==> src/rtl/psum_writeback.sv <==
// psum_writeback: drains output vectors from the corelet OFIFO and writes them
// to a contiguous range of psum SRAM, either overwriting or accumulating with
// the partial sum already stored there. A single start pulse runs a whole job.
//
// Build option: define PSUM_WRITEBACK_RELU_EN to clamp every negative lane of
// the written value to zero. Without it the sum is written unchanged.
//
// All outputs are registered, so the SRAM and OFIFO act on a command in the
// cycle after the state that decided it. A read issued from POP is therefore
// presented to the SRAM during RD_WAIT and its data returns during WRITE; the
// per-lane accumulate is formed in WRITE, straight into the write-data register.
module psum_writeback #(
  parameter int psum_bw = 16,
  parameter int col     = 8,
  parameter int addr_bw = 11
) (
  input  logic                   clk,
  input  logic                   reset,
  input  logic                   start,
  input  logic [addr_bw-1:0]     num_vec,
  input  logic [addr_bw-1:0]     base_addr,
  input  logic                   acc_en,
  input  logic                   ofifo_valid,
  input  logic [psum_bw*col-1:0] ofifo_data,
  output logic                   ofifo_rd,
  output logic                   sram_cen,
  output logic                   sram_wen,
  output logic [addr_bw-1:0]     sram_addr,
  output logic [psum_bw*col-1:0] sram_din,
  input  logic [psum_bw*col-1:0] sram_dout,
  output logic                   busy,
  output logic                   done
);

  localparam int VW = psum_bw * col;
  localparam logic [addr_bw-1:0] ADDR_ZERO = {addr_bw{1'b0}};
  localparam logic [addr_bw-1:0] ADDR_ONE  = {{(addr_bw-1){1'b0}}, 1'b1};

  typedef enum logic [2:0] {
    S_IDLE    = 3'd0,
    S_POP     = 3'd1,
    S_RD_WAIT = 3'd2,
    S_WRITE   = 3'd3,
    S_DONE    = 3'd4
  } state_t;

  state_t             state_q, state_d;
  logic [addr_bw-1:0] num_q, num_d;
  logic [addr_bw-1:0] cur_addr_q, cur_addr_d;
  logic [addr_bw-1:0] cnt_q, cnt_d;
  logic               acc_q, acc_d;
  logic [VW-1:0]      data_q, data_d;

  logic               ofifo_rd_q, ofifo_rd_d;
  logic               cen_q, cen_d;
  logic               wen_q, wen_d;
  logic [addr_bw-1:0] addr_q, addr_d;
  logic [VW-1:0]      din_q, din_d;
  logic               busy_q, busy_d;
  logic               done_q, done_d;

  logic [VW-1:0]      wr_sum_s;
  logic [VW-1:0]      wr_val_s;

  // Independent per-lane add; each lane wraps at psum_bw bits with no carry
  // into its neighbour (two's-complement add is sign-agnostic).
  function automatic logic [VW-1:0] lane_add(input logic [VW-1:0] a,
                                             input logic [VW-1:0] b);
    logic [VW-1:0] r;
    r = {VW{1'b0}};
    for (int i = 0; i < col; i++) begin
      r[i*psum_bw +: psum_bw] = a[i*psum_bw +: psum_bw] + b[i*psum_bw +: psum_bw];
    end
    return r;
  endfunction

`ifdef PSUM_WRITEBACK_RELU_EN
  // Zero every lane whose sign bit is set.
  function automatic logic [VW-1:0] lane_relu(input logic [VW-1:0] v);
    logic [VW-1:0] r;
    r = v;
    for (int i = 0; i < col; i++) begin
      if (v[i*psum_bw + psum_bw - 1]) begin
        r[i*psum_bw +: psum_bw] = {psum_bw{1'b0}};
      end else begin
        r[i*psum_bw +: psum_bw] = v[i*psum_bw +: psum_bw];
      end
    end
    return r;
  endfunction
`endif

  // Value to be written: fresh OFIFO data, or that data plus the stored psum.
  always_comb begin
    if (acc_q) begin
      wr_sum_s = lane_add(data_q, sram_dout);
    end else begin
      wr_sum_s = data_q;
    end
  end

`ifdef PSUM_WRITEBACK_RELU_EN
  assign wr_val_s = lane_relu(wr_sum_s);
`else
  assign wr_val_s = wr_sum_s;
`endif

  // Next-state and next-output decode for the drain sequencer.
  always_comb begin
    state_d    = state_q;
    num_d      = num_q;
    cur_addr_d = cur_addr_q;
    cnt_d      = cnt_q;
    acc_d      = acc_q;
    data_d     = data_q;
    ofifo_rd_d = 1'b0;
    cen_d      = 1'b1;
    wen_d      = 1'b1;
    addr_d     = addr_q;
    din_d      = din_q;
    done_d     = 1'b0;
    busy_d     = (state_q != S_IDLE);

    case (state_q)
      S_IDLE: begin
        if (start) begin
          num_d      = num_vec;
          acc_d      = acc_en;
          cur_addr_d = base_addr;
          cnt_d      = ADDR_ZERO;
          if (num_vec == ADDR_ZERO) begin
            state_d = S_DONE;
          end else begin
            state_d = S_POP;
          end
        end else begin
          state_d = S_IDLE;
        end
      end

      S_POP: begin
        if (ofifo_valid) begin
          data_d     = ofifo_data;
          ofifo_rd_d = 1'b1;
          if (acc_q) begin
            cen_d   = 1'b0;
            wen_d   = 1'b1;
            addr_d  = cur_addr_q;
            state_d = S_RD_WAIT;
          end else begin
            state_d = S_WRITE;
          end
        end else begin
          state_d = S_POP;
        end
      end

      S_RD_WAIT: begin
        state_d = S_WRITE;
      end

      S_WRITE: begin
        cen_d      = 1'b0;
        wen_d      = 1'b0;
        addr_d     = cur_addr_q;
        din_d      = wr_val_s;
        cur_addr_d = cur_addr_q + ADDR_ONE;
        cnt_d      = cnt_q + ADDR_ONE;
        if (cnt_q == (num_q - ADDR_ONE)) begin
          state_d = S_DONE;
        end else begin
          state_d = S_POP;
        end
      end

      S_DONE: begin
        done_d  = 1'b1;
        state_d = S_IDLE;
      end

      default: begin
        state_d = S_IDLE;
      end
    endcase
  end

  // State, job context and output registers with synchronous active-low reset.
  always_ff @(posedge clk) begin
    if (!reset) begin
      state_q    <= S_IDLE;
      num_q      <= ADDR_ZERO;
      cur_addr_q <= ADDR_ZERO;
      cnt_q      <= ADDR_ZERO;
      acc_q      <= 1'b0;
      data_q     <= {VW{1'b0}};
      ofifo_rd_q <= 1'b0;
      cen_q      <= 1'b1;
      wen_q      <= 1'b1;
      addr_q     <= ADDR_ZERO;
      din_q      <= {VW{1'b0}};
      busy_q     <= 1'b0;
      done_q     <= 1'b0;
    end else begin
      state_q    <= state_d;
      num_q      <= num_d;
      cur_addr_q <= cur_addr_d;
      cnt_q      <= cnt_d;
      acc_q      <= acc_d;
      data_q     <= data_d;
      ofifo_rd_q <= ofifo_rd_d;
      cen_q      <= cen_d;
      wen_q      <= wen_d;
      addr_q     <= addr_d;
      din_q      <= din_d;
      busy_q     <= busy_d;
      done_q     <= done_d;
    end
  end

  assign ofifo_rd  = ofifo_rd_q;
  assign sram_cen  = cen_q;
  assign sram_wen  = wen_q;
  assign sram_addr = addr_q;
  assign sram_din  = din_q;
  assign busy      = busy_q;
  assign done      = done_q;

endmodule
==> config.mk <==
export PLATFORM = sky130hd
export DESIGN_NAME = psum_writeback
export DESIGN_NICKNAME = d
export VERILOG_FILES = /design/src/rtl/psum_writeback.sv
export SDC_FILE = /design/constraint.sdc
export NUM_CORES = 1
export LEC_CHECK = 0
export CAP_MARGIN = 20
export CORE_ASPECT_RATIO = 1.1
export CORE_MARGIN = 2
export CORE_UTILIZATION = 50
export CTS_CLUSTER_SIZE = 12
export DETAILED_ROUTE_END_ITERATION = 12
export PLACE_DENSITY_LB_ADDON = 0.05
export SLEW_MARGIN = 20
export SYNTH_ARGS = -nofsm -noshare
export SYNTH_HDL_FRONTEND = slang
export SYNTH_SLANG_ARGS = --single-unit
==> constraint.sdc <==
create_clock -name clk -period 7 [get_ports clk]
set_input_delay 1.4 -clock clk [delete_from_list [all_inputs] [get_ports clk]]
set_output_delay 1.4 -clock clk [all_outputs]
set_load 0.02 [all_outputs]
=== Yosys cells after proc, flatten, opt, wreduce, memory -nomap -nowiden ===
Index checks and enable logic that the tools add are counted.

* Register bits: 309
* Input port bits: 283
* Output and inout bits: 144
* Word-level logic and storage cells: 62

* Add/subtract/negate cells: 11
* Equality and inequality tests: 8
* Multiplexer cells: 20
* Reductions and logical operators: 10

{| class="wikitable"
|+ Operators by type and width
! kind !! count
|-
| $add 16x16->16 || 8
|-
| $mux 128 || 1
|-
| $pmux 11 s2 || 3
|-
| $mux 11 || 4
|-
| $add 11x1->11 const B || 2
|-
| $mux 3 || 4
|-
| $pmux 3 s4 || 1
|-
| $eq 11x11->1 || 1
|-
| $logic_not 11->1 || 1
|-
| $sub 11x1->11 const B || 1
|-
| $reduce_and 2->1 || 4
|-
| $eq 3x2->1 const B || 2
|-
| $mux 1 || 6
|-
| $ne 2x2->1 const B || 3
|-
| $reduce_bool 2->1 || 2
|-
| $eq 3x1->1 const B || 1
|-
| $eq 3x3->1 const B || 1
|-
| $logic_not 3->1 || 1
|-
| $reduce_and 3->1 || 1
|-
| $reduce_bool 3->1 || 1
|-
| $pmux 1 s2 || 1
|}

=== Logic depth before layout (Yosys ltp) ===
Gate-level depths: netlist (run 1).

* Depth after elaboration: 4
* Gate-level depth with buffers: 11

=== Worst setup path after synthesis (run 1) ===
Ideal clock, no wire load.

* Path kind: input to register
* Start: input sram_dout[116]
* End: register din_q[127], in the netlist sram_din[127]
* Data arrival time: 3,447 ps
* Data required time: 6,931 ps
* Slack: 3,484 ps
* Stages: 9
* Path through: ha_1 a2111oi_4 o21ai_2 a311oi_2 nand3b_2 nor3_1 a311oi_2 mux2_1 o21ai_1

* Cells in the longest elaborated chain, start to end: 2

{| class="wikitable"
|+ RTL lines
! what !! RTL line !! text
|-
| start: declaration || 30 || <nowiki>input logic [psum_bw*col-1:0] sram_dout,</nowiki>
|-
| $add 16x16->16 || 72 || <nowiki>r[i*psum_bw +: psum_bw] = a[i*psum_bw +: psum_bw] + b[i*psum_bw +: psum_bw];</nowiki>
|-
| $mux 128 || 95 || <nowiki>if (acc_q) begin</nowiki>
|-
| end signal: assignment || 200 || <nowiki>din_q <= {VW{1'b0}};</nowiki>
|-
| end signal: assignment || 214 || <nowiki>din_q <= din_d;</nowiki>
|-
| end: declaration || 58 || <nowiki>logic [VW-1:0] din_q, din_d;</nowiki>
|}

Every way passes these cells.
A chain may end at the register's enable or synchronous reset.

=== Worst setup path after layout (run 1) ===
* Start: input sram_dout[16]
* End: register din_q[30], in the netlist sram_din[30]

Same word-level chain as after synthesis.

==> results of run 1 <==
==> per-stage QoR <==
| stage | worst slack (ps) | area (um^2) | cells | hold WS, ps |
|---|---|---|---|---|
| CTS | 3250 | 23200 | 3066 | 456 |
| global placement | 2740 | 22100 | 3007 | 439 |
| detailed placement | 2720 | 22100 | 3007 | 447 |
| global route | 2970 | 23300 | 3078 | 465 |
| finish | 3210 | 23300 | 3081 | 457 |
| floorplan | 3480 | 17700 | 2253 | 445 |
==> cell usage in the layout (no fill, tap or decap), types with 10 or more instances in the layout <==
cell                              count
sky130_fd_sc_hd__nand3_1             31
sky130_fd_sc_hd__xnor2_1             53
sky130_fd_sc_hd__nand3b_1            12
sky130_fd_sc_hd__and3_1              20
sky130_fd_sc_hd__inv_1               41
sky130_fd_sc_hd__xor2_1              42
sky130_fd_sc_hd__nor2b_1             30
sky130_fd_sc_hd__mux2i_1             60
sky130_fd_sc_hd__dfxtp_1            308
sky130_fd_sc_hd__nor2_1             157
sky130_fd_sc_hd__nand2_1            409
sky130_fd_sc_hd__clkbuf_16           37
sky130_fd_sc_hd__nor3b_1             13
sky130_fd_sc_hd__a211oi_1            57
sky130_fd_sc_hd__o21a_1              25
sky130_fd_sc_hd__a41oi_1             12
sky130_fd_sc_hd__a21oi_1            334
sky130_fd_sc_hd__clkdlybuf4s50_1    425
sky130_fd_sc_hd__ha_1               123
sky130_fd_sc_hd__nand4_1             10
sky130_fd_sc_hd__a21o_1              38
sky130_fd_sc_hd__clkbuf_1            10
sky130_fd_sc_hd__nand2b_1            14
sky130_fd_sc_hd__diode_2             15
sky130_fd_sc_hd__buf_4               14
sky130_fd_sc_hd__o21ai_1             73
sky130_fd_sc_hd__nor3_1              44
sky130_fd_sc_hd__o31ai_1             10
sky130_fd_sc_hd__a31oi_1             14
sky130_fd_sc_hd__o21ai_0             54
sky130_fd_sc_hd__o211ai_1            16
==> path summary, 6_finish.rpt <==
| check | endpoint | slack [ps] | depth (start not counted) |
|---|---|---|---|
| worst max register to register | sram_din[127]$_SDFFE_PN0P_ | 3350 | 5 |
| worst max-delay path | sram_din[30]$_SDFFE_PN0P_ | 3210 | 12 |
| worst min-delay path | sram_din[47]$_SDFFE_PN0P_ | 460 | 2 |
| worst min register to register | sram_din[47]$_SDFFE_PN0P_ | 460 | 2 |
==> power by group <==
part	switching (mW)	internal [mW]	total, mW
registers	0.0792	1.84	1.92
logic	0.529	0.464	0.994
clock network	0.742	1.05	1.79
total	1.35	3.35	4.70
==> critical path, cell delays in order <==
cell	delay [ps]
sky130_fd_sc_hd__clkdlybuf4s50_1	460
sky130_fd_sc_hd__ha_1	160
sky130_fd_sc_hd__inv_1	60
sky130_fd_sc_hd__fa_1	370
sky130_fd_sc_hd__nor2b_1	170
sky130_fd_sc_hd__o21ai_1	110
sky130_fd_sc_hd__a21boi_1	320
sky130_fd_sc_hd__nor3_1	110
sky130_fd_sc_hd__o31ai_1	510
sky130_fd_sc_hd__a41oi_1	220
sky130_fd_sc_hd__mux2i_1	180
sky130_fd_sc_hd__o211ai_1	100
==> cells by family after synthesis <==
kind of cell,count (synthesis)
xor gates and xnor gates,95
buffers and inverters,172
adders and majority gates,131
DFF,309
muxes,63
and+or+nand+nor,777
AOI/OAI and AO/OA,706
==> layout make-up <==
type / count / area (um^2)
clock buffers: 55 / 1070
inverters: 43 / 170
flip-flops and latches: 309 / 6190
multi-input cells: 1772 / 10900
diodes: 15 / 37.5
repair buffers: 439 / 4360
well taps: 444 / 556
fillers: 3045 / 11800
clock inverters: 4 / 22.5
==> registers in the layout, summed over array words and instances, names as in the netlist <==
signal,cells
sram_addr,11
acc_q,1
done,1
sram_cen,1
cnt_q,11
busy,1
ofifo_rd,1
state_q,3
data_q,128
sram_din,128
cur_addr_q,11
sram_wen,1
num_q,11
==> metal layers <==
metal / track usage / vias to the layer above / part of all wire
li1: - / 8725 / -
met1: 0.349 / 8420 / 0.40
met2: 0.498 / 567 / 0.47
met3: 0.0697 / 153 / 0.074
met4: 0.159 / 6 / 0.052
met5: 0 / - / 0.00078
==> out/metrics.cfg, run 1 <==
[run_status]
outcome=complete, no violations

[timing]
max_slew.worst_pin.slew_ps=1050
clock_skew_ps=11.8
final.setup.tns_ps=0
worst_slew_margin_rel=0.303
fmax_mhz=264
rsz_0062_raised_after_global_routing=no
maxSlewViolCount=0
final_min_period_over_clock_period=0.542
final_hold_viol_count=0
setup_viol=0
finalCriticalPeriod_ps=3790

[pwr]
fin_total_pwr_mw=4.70
cellPowerDensity_nw_per_um2=202
worst_ir_drop_on_vdd_mv=0.183
leakage_nw=8.91

[die]
fp-row-count=72
placeableCoreArea_um2=35000
num_io_pins=427
die_height_um=201
die-width_um=183
die_area_um2=36900
starting_density_of_the_core=0.504

[flow_run]
cap_viol_max_count=0

[logic_synthesis]
synth_most_common_cell=sky130_fd_sc_hd__nand2_1
synth_top_area_share=0.350
share_of_synthesized_cell_area_in_full_adder_half_adder_and_majority_cells=0.0961
yosys.area_share.simple=0.193
synthesis.yosys.warnings=0
seq_area_frac_synth=0.350
synth_edf_count=0
post_synth_xor_area_fraction=0.0471
post_synth_most_frequent_cells=sky130_fd_sc_hd__nand2_1, sky130_fd_sc_hd__a21oi_1, sky130_fd_sc_hd__dfxtp_1, sky130_fd_sc_hd__nor2_1, sky130_fd_sc_hd__ha_1
synth_area_leader_cell=sky130_fd_sc_hd__dfxtp_1
synth_async_sr_flop_share=0
yosys-top-cells-area=sky130_fd_sc_hd__dfxtp_1, sky130_fd_sc_hd__a21oi_1, sky130_fd_sc_hd__ha_1
syn-instance-count=2253
yosys_register_bits=309
synth_area_per_cell_um2=7.84
fraction_of_synthesized_area_in_multiplexers=0.0359
syn-num-nets=2667
synth.distinct_cells=69
synth_compound_gate_area_share=0.241
synth_top_flop_cell=sky130_fd_sc_hd__dfxtp_1
netlist_area_um2=17700
synth_top_family_by_area=compound AO/OA/AOI/OAI gates

[grt]
antenna_found_initial=17
grt-ovfl-total=0
wire_length_of_the_first_global_routing_pass_mm=89.1
first_global_vias=17523
total_global_routing_track_utilization=0.296
grt_start_max_net_pins=94

[clocking]
clockBufferDepth=3
cts-buffers-inserted=36
tritoncts_clock_tree=yes
postCtsSetupRepairBufs=0
ctsHoldBuffers=0
postCtsResizedCells=0
clk_root_buffer_cell=sky130_fd_sc_hd__clkbuf_16
clock_latency_ps=520
tritoncts_num_sinks=309
clock_tree.htree_level_count=2
clk_pin_slew_worst_paths_ps=60

[finish]
area_growth_pct=31.7
final_layout_size_suffix_gt1_frac=0.0320
finish.net_count=3015
final_core_occ=0.664

[detailed_routing]
remaining_drc_errors=0
route.vias.total=17871
vias_per_cell=5.80
drtPass1Iterations=5
detail-route-antenna-nets=0
detail_route.wl_per_cell_um=18.4
detailedRoute.firstIterationViolations=981
route.final.wire_length_mm=56.7

[critical_path]
setup.worst_path.class=primary input to register
critical_path.startpoint_type=primary input
critPathRequiredTime_ps=7370
r2r-start=acc_q$_SDFFE_PN0P_
worst-path-max-fanout=4
worstPathArrival_ps=4160
timing.critical_path.from=sram_dout[16]
kind_of_capture_point_of_the_worst_setup_path=register

[placement]
place_congestion=0.878
place_hpwl_mm=39.2
place.port_buffers=426

[hold_path]
hold_path.class=register to register
hold_start=sram_din[47]$_SDFFE_PN0P_

Power figures use the tool's default switching activity.
==> run 2, diff against run 1 <==
Clock period 7 ns to 3.85 ns, I/O delays scaled along.
==> run 2 against run 1 <==
  * Clock-buffer cell count is 7 higher
  * Clock skew increased by 10 ps
  * Die area unchanged
  * Critical path depth did not move
  * Sequential share of layout area decreased by 0.31 points
  * Power up 90%
  * Sequential power rose by 81%
  * Worst setup slack worse by 2500 ps
  * Register-to-register slack worse by 2300 ps
  * Cell count up 0.39%
==> out/metrics.cfg, run 2 (same netlist as run 1, synthesis figures left out) <==
[finish]
finish.net_count=3023
layout_common_cells=sky130_fd_sc_hd__clkdlybuf4s50_1, sky130_fd_sc_hd__nand2_1, sky130_fd_sc_hd__a21oi_1
final_common_cell=sky130_fd_sc_hd__clkdlybuf4s50_1
area_growth_pct=33.3
final.fill_count=3027
layout.cells.non_filler=3093
final_layout_size_suffix_gt1_frac=0.0379

[grt]
grt_start_max_net_pins=107
met2_track_utilization_from_global_routing=0.511
first_global_vias=17632
total_global_routing_track_utilization=0.298
antenna_found_initial=15
grt_util_met1=0.338
wire_length_of_the_first_global_routing_pass_mm=89.3
grt_most_used_layer=met2
grt-ovfl-total=0
grt_use_met3=0.0778

[pwr]
power.share.combinational=0.205
internal_power_mw=6.44
power.switching_fraction=0.280
leakage_nw=9.05
total_switching_power_mw=2.50
power_frac_seq=0.389
worst_ir_drop_on_vdd_mv=0.277
clockPowerShare=0.406
cellPowerDensity_nw_per_um2=380

[hold_path]
hold_path.class=register to register
hold-path-endpoint=sram_din[113]$_SDFFE_PN0P_
worst_hold_path.num_cells=2
hold_start=sram_din[113]$_SDFFE_PN0P_

[critical_path]
worstPathArrival_ps=3500
setup.worst_path.class=primary input to register
timing.rr.end=sram_din[78]$_SDFFE_PN0P_
worst-path-max-fanout=4
reg2regPathDepth=11
critPathRequiredTime_ps=4240
r2r-start=data_q[64]$_SDFFE_PN0P_
timing.reg2reg.setup_slack_ps=1060
critical_path.startpoint_type=primary input
kind_of_capture_point_of_the_worst_setup_path=register

[clocking]
postCtsResizedCells=0
clockBufferDepth=3
cts-buffers-inserted=37
tritoncts_clock_tree=yes
postCtsSetupRepairBufs=0
clk_root_buffer_cell=sky130_fd_sc_hd__clkbuf_16
clock_tree.htree_level_count=2
clock_latency_ps=540
tritoncts_num_sinks=309
clk_pin_slew_worst_paths_ps=60
ctsHoldBuffers=0

[die]
placeableCoreArea_um2=35000
die-width_um=183
die_height_um=201
die_area_um2=36900
fp-row-count=72
starting_density_of_the_core=0.504
num_io_pins=427

[timing]
fmax_mhz=321
finalCriticalPeriod_ps=3110
maxSlewViolCount=0
worst_slew_margin_rel=0.489
clock_skew_ps=22.1
final_min_period_over_clock_period=0.809
final_hold_viol_count=0
max_slew.worst_pin.slew_ps=766
setup_viol=0
final.setup.tns_ps=0
rsz_0062_raised_after_global_routing=no

[flow_run]
cap_viol_max_count=0

[placement]
place_congestion=0.896
placed_cells_incl_taps=3014
place.port_buffers=426
place_hpwl_mm=39.6

[detailed_routing]
drtPass1Iterations=5
vias_per_cell=5.77
route.vias.total=17844
detailedRoute.firstIterationViolations=875
route.final.wire_length_mm=57.0
detail_route.wl_per_cell_um=18.4
remaining_drc_errors=0
detail-route-antenna-nets=0

[run_status]
outcome=complete, no violations

## run 2: cell types whose count changed in the layout (fill, tap and decap cells not counted)
cell	previous run	this run
sky130_fd_sc_hd__nor3b_2	0	1
sky130_fd_sc_hd__inv_6	0	1
sky130_fd_sc_hd__clkinvlp_4	1	0
sky130_fd_sc_hd__nor3b_4	1	0
sky130_fd_sc_hd__buf_12	0	5
sky130_fd_sc_hd__clkbuf_8	8	13
sky130_fd_sc_hd__diode_2	15	11
sky130_fd_sc_hd__clkbuf_16	37	39
sky130_fd_sc_hd__buf_4	14	16
sky130_fd_sc_hd__bufinv_16	0	2
## run 2: cell type report
class | instances | area, um^2 | share of cell area
flip-flops and latches | 309 | 6190 | 0.263
diodes | 11 | 27.5 | 0.00117
well taps | 444 | 556 | 0.0236
inverters | 43 | 170 | 0.00722
repair buffers | 446 | 4470 | 0.190
multi-input cells | 1772 | 10900 | 0.461
clock buffers | 62 | 1190 | 0.0506
clock inverters | 6 | 83.8 | 0.00356
## run 2: metrics by stage
stage          hold slack [ps]  utilization  power (mW)  area, um^2  setup WS (ps)
6_report                   449        0.672        8.94       23600            736
5_1_grt                    465        0.672        9.33       23600            517
4_1_cts                    452        0.671        8.99       23500            787
3_5_place_dp               445        0.635        5.36       22300            254
3_3_place_gp               439        0.635        5.32       22300            278
2_1_floorplan              445            -        4.64       17700            964
## run 2: worst max path at each step
stage	to	startpoint
finish	sram_din[78]$_SDFFE_PN0P_	sram_dout[64]
global route	sram_din[30]$_SDFFE_PN0P_	sram_dout[16]
global placement	sram_din[30]$_SDFFE_PN0P_	sram_dout[16]
floorplan	sram_din[127]$_SDFFE_PN0P_	sram_dout[116]
CTS	sram_din[30]$_SDFFE_PN0P_	sram_dout[16]
detailed placement	sram_din[30]$_SDFFE_PN0P_	sram_dout[16]
## run 2: critical path, stage by stage
cell                              delay [ps]
sky130_fd_sc_hd__clkdlybuf4s50_1         460
sky130_fd_sc_hd__ha_1                    170
sky130_fd_sc_hd__inv_1                    60
sky130_fd_sc_hd__fa_1                    370
sky130_fd_sc_hd__nor2b_1                 170
sky130_fd_sc_hd__o21ai_1                 100
sky130_fd_sc_hd__a21boi_1                290
sky130_fd_sc_hd__nor3_1                   80
sky130_fd_sc_hd__o31ai_1                 490
sky130_fd_sc_hd__a41oi_1                 210
sky130_fd_sc_hd__mux2i_1                 210
sky130_fd_sc_hd__o211ai_1                110
## run 2: power by group through the flow
stage | clock network (mW) | logic, mW | registers, mW
6_report | 3.63 | 1.84 | 3.48
3_3_place_gp | 0 | 1.78 | 3.54
4_1_cts | 3.68 | 1.83 | 3.48
5_1_grt | 3.82 | 2.01 | 3.50
2_1_floorplan | 0 | 1.08 | 3.56
3_5_place_dp | 0 | 1.82 | 3.55
## run 2: metal layers
metal  share of wire  vias to the layer above
met1            0.40                     8381
met5         0.00091                        -
met2            0.47                      572
li1                -                     8730
met3           0.074                      153
met4           0.054                        8
